File: config.mk
export PLATFORM = sky130hd
export DESIGN_NAME = reaction_timer_ctrl
export DESIGN_NICKNAME = d
export VERILOG_FILES = /design/src/rtl/reaction_timer_ctrl_pkg.sv /design/src/rtl/bcd_counter4.sv /design/src/rtl/reaction_timer_ctrl.sv
export SDC_FILE = /design/constraint.sdc
export NUM_CORES = 1
export LEC_CHECK = 0
export BUFFER_PORTS_ARGS = -buffer_cell sky130_fd_sc_hd__buf_2
export CAP_MARGIN = 5
export CORE_MARGIN = 5
export CORE_UTILIZATION = 26
export DETAILED_ROUTE_END_ITERATION = 10
export PLACE_DENSITY = 0.41
export SLEW_MARGIN = 20
export SYNTH_ARGS = -nofsm -noshare
export SYNTH_HDL_FRONTEND = slang
export SYNTH_SLANG_ARGS = --single-unit
File: constraint.sdc
create_clock -name clk -period 2.9 [get_ports clk]
set_input_delay 0.145 -clock clk [delete_from_list [all_inputs] [get_ports clk]]
set_output_delay 0.145 -clock clk [all_outputs]
set_load 0.005 [all_outputs]
File: src/rtl/reaction_timer_ctrl_pkg.sv
// Shared definitions for the reaction timer: state encodings, BCD digit
// constants and the stimulus-delay LFSR step function.
package reaction_timer_ctrl_pkg;

    localparam int unsigned BCD_W   = 4;
    localparam logic [BCD_W-1:0] BCD_MAX = 4'd9;

    localparam int unsigned LFSR_W  = 11;
    localparam int unsigned WAIT_W  = 14;
    localparam logic [LFSR_W-1:0] LFSR_SEED = 11'h001;

    typedef enum logic [2:0] {
        ST_IDLE = 3'd0,
        ST_WAIT = 3'd1,
        ST_RUN  = 3'd2,
        ST_DONE = 3'd3,
        ST_FOUL = 3'd4
    } state_e;

    // Fibonacci step for x^11 + x^9 + 1; a non-zero seed never reaches zero.
    function automatic logic [LFSR_W-1:0] lfsr_next(input logic [LFSR_W-1:0] cur);
        return {cur[LFSR_W-2:0], cur[10] ^ cur[8]};
    endfunction

endpackage

File: src/rtl/bcd_counter4.sv
// Four cascaded BCD digits counting 0000..9999, saturating at 9999.
// A clear request always beats an increment request in the same cycle.
module bcd_counter4
    import reaction_timer_ctrl_pkg::*;
(
    input  logic             clk,
    input  logic             rst_n,
    input  logic             clr,
    input  logic             inc,
    output logic [BCD_W-1:0] d3,
    output logic [BCD_W-1:0] d2,
    output logic [BCD_W-1:0] d1,
    output logic [BCD_W-1:0] d0,
    output logic             at_max
);

    logic [BCD_W-1:0] d3_q, d2_q, d1_q, d0_q;
    logic [BCD_W-1:0] d3_d, d2_d, d1_d, d0_d;

    assign at_max = (d3_q == BCD_MAX) && (d2_q == BCD_MAX) &&
                    (d1_q == BCD_MAX) && (d0_q == BCD_MAX);

    // Next digit values: clear, or ripple-carry increment unless saturated.
    always_comb begin
        d3_d = d3_q;
        d2_d = d2_q;
        d1_d = d1_q;
        d0_d = d0_q;
        if (clr) begin
            d3_d = '0;
            d2_d = '0;
            d1_d = '0;
            d0_d = '0;
        end else if (inc && !at_max) begin
            if (d0_q == BCD_MAX) begin
                d0_d = '0;
                if (d1_q == BCD_MAX) begin
                    d1_d = '0;
                    if (d2_q == BCD_MAX) begin
                        d2_d = '0;
                        d3_d = d3_q + 4'd1;
                    end else begin
                        d2_d = d2_q + 4'd1;
                    end
                end else begin
                    d1_d = d1_q + 4'd1;
                end
            end else begin
                d0_d = d0_q + 4'd1;
            end
        end
    end

    // Digit registers.
    always_ff @(posedge clk or negedge rst_n) begin
        if (!rst_n) begin
            d3_q <= '0;
            d2_q <= '0;
            d1_q <= '0;
            d0_q <= '0;
        end else begin
            d3_q <= d3_d;
            d2_q <= d2_d;
            d1_q <= d1_d;
            d0_q <= d0_d;
        end
    end

    assign d3 = d3_q;
    assign d2 = d2_q;
    assign d1 = d1_q;
    assign d0 = d0_q;

endmodule

File: src/rtl/reaction_timer_ctrl.sv
// Reaction timer control: random pre-stimulus delay, stimulus lamp and a
// millisecond BCD measurement of the time until the stop press.
module reaction_timer_ctrl
    import reaction_timer_ctrl_pkg::*;
#(
    parameter int unsigned TICK_CYCLES = 50000,
    parameter int unsigned MIN_WAIT_MS = 1000
) (
    input  logic             clk,
    input  logic             rst_n,
    input  logic             start,
    input  logic             stop,
    output logic             stim_led,
    output logic [BCD_W-1:0] bcd3,
    output logic [BCD_W-1:0] bcd2,
    output logic [BCD_W-1:0] bcd1,
    output logic [BCD_W-1:0] bcd0,
    output logic             false_start,
    output logic             busy
);

    localparam int unsigned PRESC_W = (TICK_CYCLES > 1) ? $clog2(TICK_CYCLES) : 1;
    localparam logic [PRESC_W-1:0] PRESC_LAST = PRESC_W'(TICK_CYCLES - 1);

    state_e              state_q, state_d;
    logic [PRESC_W-1:0]  presc_q, presc_d;
    logic [LFSR_W-1:0]   lfsr_q;
    logic [WAIT_W-1:0]   wait_q, wait_d;
    logic                start_q, stop_q;
    logic                start_rise_q, stop_rise_q;
    logic                tick;
    logic                cnt_clr, cnt_inc, cnt_at_max;

    assign tick = (presc_q == PRESC_LAST);

    // Input edge detection; the rise pulse is registered so the FSM reacts
    // one edge after the press is first sampled.
    always_ff @(posedge clk or negedge rst_n) begin
        if (!rst_n) begin
            start_q      <= 1'b0;
            stop_q       <= 1'b0;
            start_rise_q <= 1'b0;
            stop_rise_q  <= 1'b0;
        end else begin
            start_q      <= start;
            stop_q       <= stop;
            start_rise_q <= start & ~start_q;
            stop_rise_q  <= stop & ~stop_q;
        end
    end

    // Free-running delay source.
    always_ff @(posedge clk or negedge rst_n) begin
        if (!rst_n) begin
            lfsr_q <= LFSR_SEED;
        end else begin
            lfsr_q <= lfsr_next(lfsr_q);
        end
    end

    // FSM next-state, wait countdown and digit counter controls.
    always_comb begin
        state_d = state_q;
        wait_d  = wait_q;
        cnt_clr = 1'b0;
        cnt_inc = 1'b0;
        unique case (state_q)
            ST_IDLE, ST_DONE, ST_FOUL: begin
                if (start_rise_q) begin
                    state_d = ST_WAIT;
                    wait_d  = WAIT_W'(MIN_WAIT_MS) + WAIT_W'(lfsr_q);
                    cnt_clr = 1'b1;
                end
            end
            ST_WAIT: begin
                // A stop press always fouls, even on the final tick.
                if (stop_rise_q) begin
                    state_d = ST_FOUL;
                    cnt_clr = 1'b1;
                end else if (tick) begin
                    wait_d = wait_q - WAIT_W'(1);
                    if (wait_q == WAIT_W'(1)) begin
                        state_d = ST_RUN;
                    end
                end
            end
            ST_RUN: begin
                // Stop wins over a coincident tick, which is then not counted.
                if (stop_rise_q) begin
                    state_d = ST_DONE;
                end else if (tick) begin
                    if (cnt_at_max) begin
                        state_d = ST_DONE;
                    end else begin
                        cnt_inc = 1'b1;
                    end
                end
            end
            default: begin
                state_d = ST_IDLE;
            end
        endcase
    end

    // Millisecond prescaler; restarts on every state entry.
    always_comb begin
        presc_d = presc_q + PRESC_W'(1);
        if ((state_d != state_q) || tick) begin
            presc_d = '0;
        end
    end

    // State, prescaler and wait counter registers.
    always_ff @(posedge clk or negedge rst_n) begin
        if (!rst_n) begin
            state_q <= ST_IDLE;
            presc_q <= '0;
            wait_q  <= '0;
        end else begin
            state_q <= state_d;
            presc_q <= presc_d;
            wait_q  <= wait_d;
        end
    end

    bcd_counter4 u_bcd_counter4 (
        .clk    (clk),
        .rst_n  (rst_n),
        .clr    (cnt_clr),
        .inc    (cnt_inc),
        .d3     (bcd3),
        .d2     (bcd2),
        .d1     (bcd1),
        .d0     (bcd0),
        .at_max (cnt_at_max)
    );

    assign stim_led    = (state_q == ST_RUN);
    assign false_start = (state_q == ST_FOUL);
    assign busy        = (state_q == ST_WAIT) || (state_q == ST_RUN);

endmodule

==> run summary <==
The run finished with clean final reports. The wire length of the first global-routing pass is 13,400 µm. The count of nets after finishing came out at 387. Counting flops with a built-in enable in the synthesized netlist gives 0.

STA puts the critical path data required time at 3.15 ns. The core region is 12,700 µm². The count of input and output buffers is 22.

The DRC violation total after the first TritonRoute iteration is 109. The final count of negative-setup-slack endpoints came out at 0. The max-slew headroom at the worst pin is 0.487. The post-detailed-route via-to-cell ratio is 4.67. The initial antenna violation count came out at 0. The power density over cell area is 642 nW/µm².

Summing all placed instances gives a cell area of 3700 µm². The vertical die dimension is 124 µm. VDD sags by at most 333 µV.

Synthesis produced a netlist with a net count of 359. The first-pass iteration count of the detailed router came out at 4. The average wire per cell in the routed design is 13.8 µm. Of all nets on the critical path, the largest fanout is 16. Setup repair after global routing left no endpoint under its margin.

The count of inserted antenna diode cells came out at 0. The async set-reset flop share out of synthesis came out at 1.00. The nature of the critical path endpoint is a flip-flop.

The netlist area before placement came out at 3380 µm². The count of yosys warnings during synthesis is 0. The detailed router placed 2,586 vias in this run.

The startpoint identified for the worst register-to-register timing path is presc_q[0]. Among all flip-flop cells after synthesis, the most frequent one is dfrtp_1. Between clock sinks in the finished design, the worst skew comes to 0.00585 ns. For this run, the top clock speed supported by timing is 402 MHz.

The deepest level of the CTS H-tree is 3. After global routing the overflow that remains totals 0. CTS saw 64 sinks. Max-cap violations in this run came to 0. The synthesized instance count is 349.

The clock insertion delay at the later pin of the skew report came out at 0.33 ns. After routing the design area is 4010 µm². Power comes to 2.57 mW.

Following the worst setup path forward leads to its endpoint at u_bcd_counter4.d3[3]. For the worst flop-to-flop path, the logic depth is 6. For the pin with the worst max-slew slack, the measured transition is 0.770 ns. The worst setup path is of the reg -> reg kind.

Entering global routing, the biggest net connects 35 pins. The total leakage power is 1.75 nW. The post-detailed-routing wire length came out at 7620 µm. The reg2reg setup slack came out at 0.41 ns. The number of slew-limit violations in the final report came out at 0. Dividing the final minimum period by the clock period gives 0.857. The arrival time reported for the critical path endpoint is 2.73 ns. Averaged over all synthesized cells, the footprint is 9.67 µm². The total routing usage reported by global routing came out at 0.111.

The die area came out at 15,400 µm². The time the final worst path needs with I/O delays and setup is 2.49 ns. The area overhead of the layout relative to synthesis came out at 18.6%. Synthesis inferred 64 register bits. The final number of hold-violating endpoints is 0. After clock tree synthesis, the clock-pin slew on the worst setup and hold paths is 0.05 ns. TritonCTS built the clock tree.

The post-route DRC violation count is 0. STA classifies the critical path startpoint as a flip-flop. The critical path starts at presc_q[0]. The fraction of layout cells with a size suffix above 1 is 0.154. The share of synthesized area occupied by flip-flops and latches came out at 0.475.

In this run the remaining antenna-violating nets after routing total 0. The number of I/O pins came out at 23. The number of clock buffers added by TritonCTS is 9. After routing, the total negative slack on setup checks comes to 0 ns. The post-DP HPWL came out at 5220 µm. After synthesis, the netlist uses 59 different library cells. Routability-driven placement finished with a final weighted congestion of 0.755.

The die boundary width is 124 µm. The cell at the root of the clock tree is clkbuf_16. The number of global-route vias before repair came to 2,653. In this run the critical register-to-register path is captured at u_bcd_counter4.d3[3]. No sink is reached through more buffers than the 2 on the longest clock path.

For this configuration, the core starts out at a cell density of 0.266. The cell row count came out at 41. The min-delay analysis places its worst path in the category reg -> reg.
-- cell type report --
class                           instances  area (µm²)
Timing Repair Buffer                   34         220
Multi-Input combinational cell        256        1650
Clock inverter                          6        35.0
Clock buffer                           10         239
Tap cell                              172         215
Sequential cell                        64        1600
Inverter                               12        45.0
Fill cell                            1342        8670
-- routing by layer --
layer  track usage  part of all wire  up-vias
li1              -                 -     1299
met1         0.155              0.50     1241
met2         0.166              0.45       34
met3        0.0200             0.027       12
met4        0.0513             0.020        0
met5             0                 0        -
-- sequential cells by signal (all words and copies together) (netlist names) --
name / flops
state_q: 3
lfsr_q: 11
presc_q: 16
stop_q: 1
start_rise_q: 1
u_bcd_counter4.d1: 4
start_q: 1
wait_q: 14
u_bcd_counter4.d3: 4
u_bcd_counter4.d0: 4
u_bcd_counter4.d2: 4
stop_rise_q: 1
-- cells in the final DEF, fill, tap and decap left out, types with 3 or more instances in the layout --
cell type and count:
nand3_1 8, buf_2 22, buf_4 8, dlygate4sd3_1 3
o31ai_1 3, o22a_1 4, inv_1 11, nor2_1 43
xor2_1 12, o21ai_0 17, mux2i_1 5, or4_1 3
clkbuf_16 9, nor3_1 11, a22oi_1 3, xnor2_1 12
nand2b_1 4, and3_1 4, clkinv_2 4, nor4_1 5
o31a_1 3, or3_1 5, ha_1 6, a21oi_1 24
nand4_1 3, nand3b_1 7, nor4b_1 3, nor2b_1 7
and4bb_2 3, nand2_1 25, dfrtp_1 63
-- through the flow --
step                      worst slack [ns]   util  cells  hold slack (ns)
final                                0.414  0.316    554            0.375
after global routing                 0.210  0.316    554            0.404
after CTS                            0.368  0.316    554            0.379
after detailed placement             0.375  0.292    535            0.268
after global placement               0.435  0.292    535            0.257
after floorplan                      0.704      -    349           -0.151
-- critical path, stage by stage (launching register included) --
cell and delay (ns):
dfrtp_1 0.38, ha_1 0.19, and3_1 0.34, nand4_4 0.28, or4_1 0.69, or3_1 0.39, a21oi_1 0.14
-- worst min-delay path by stage --
stage	start	end	cells after the start
final	lfsr_q[2]	lfsr_q[3]	0
after global routing	stop_q	stop_rise_q	1
after CTS	lfsr_q[2]	lfsr_q[3]	0
after detailed placement	rst_n	u_bcd_counter4.d0[1]	1
after global placement	rst_n	u_bcd_counter4.d0[1]	1
after floorplan	rst_n	lfsr_q[10]	0
-- cells by family after synthesis --
logic type,synth area share
flip-flops,0.475
XOR/XNOR,0.0623
AO/OA/AOI/OAI,0.134
AND/OR/NAND/NOR,0.255
multiplexers,0.0148
adder cells (fa/ha/maj),0.0222
buffers and inverters,0.0371
-- power by group --
part / switching [mW] / internal (mW)
combinational: 0.290 / 0.201
sequential: 0.109 / 0.980
clock: 0.399 / 0.595
total: 0.797 / 1.78
-- what timing repair did --
| action | in CTS | in global routing |
|---|---|---|
| hold buffers | 3 | 0 |
| buffers inserted | 0 | 0 |
| gates resized for setup | 0 | 0 |
| setup endpoints to repair | 0 | 0 |
| endpoints found under the hold margin | 32 | 0 |
-- cells in the mapped netlist, drive strengths merged (3+ instances only) --
| cell type | number | area (µm²) |
|---|---|---|
| or3 | 5 | 31.3 |
| dfrtp | 63 | 1580 |
| nor4 | 6 | 43.8 |
| o31ai | 3 | 22.5 |
| and4bb | 5 | 62.6 |
| inv | 12 | 45.0 |
| xor2 | 12 | 105 |
| nor2b | 7 | 43.8 |
| nor3 | 11 | 55.1 |
| ha | 6 | 75.1 |
| buf | 5 | 33.8 |
| xnor2 | 12 | 105 |
| clkbuf | 12 | 46.3 |
| or4 | 3 | 22.5 |
| o21ai | 17 | 85.1 |
| nand3b | 7 | 52.6 |
| nand4 | 4 | 40.0 |
| nor4b | 4 | 50.1 |
| nand3 | 8 | 40.0 |
| a21oi | 24 | 120 |
| nand2b | 4 | 25.0 |
| a22oi | 3 | 22.5 |
| nand2 | 25 | 93.8 |
| o22a | 4 | 35.0 |
| nor2 | 43 | 161 |
| and3 | 4 | 25.0 |
| and4 | 3 | 28.8 |
| mux2i | 5 | 50.1 |
| o31a | 3 | 26.3 |
Note: power is estimated with default switching activity, not from simulation.
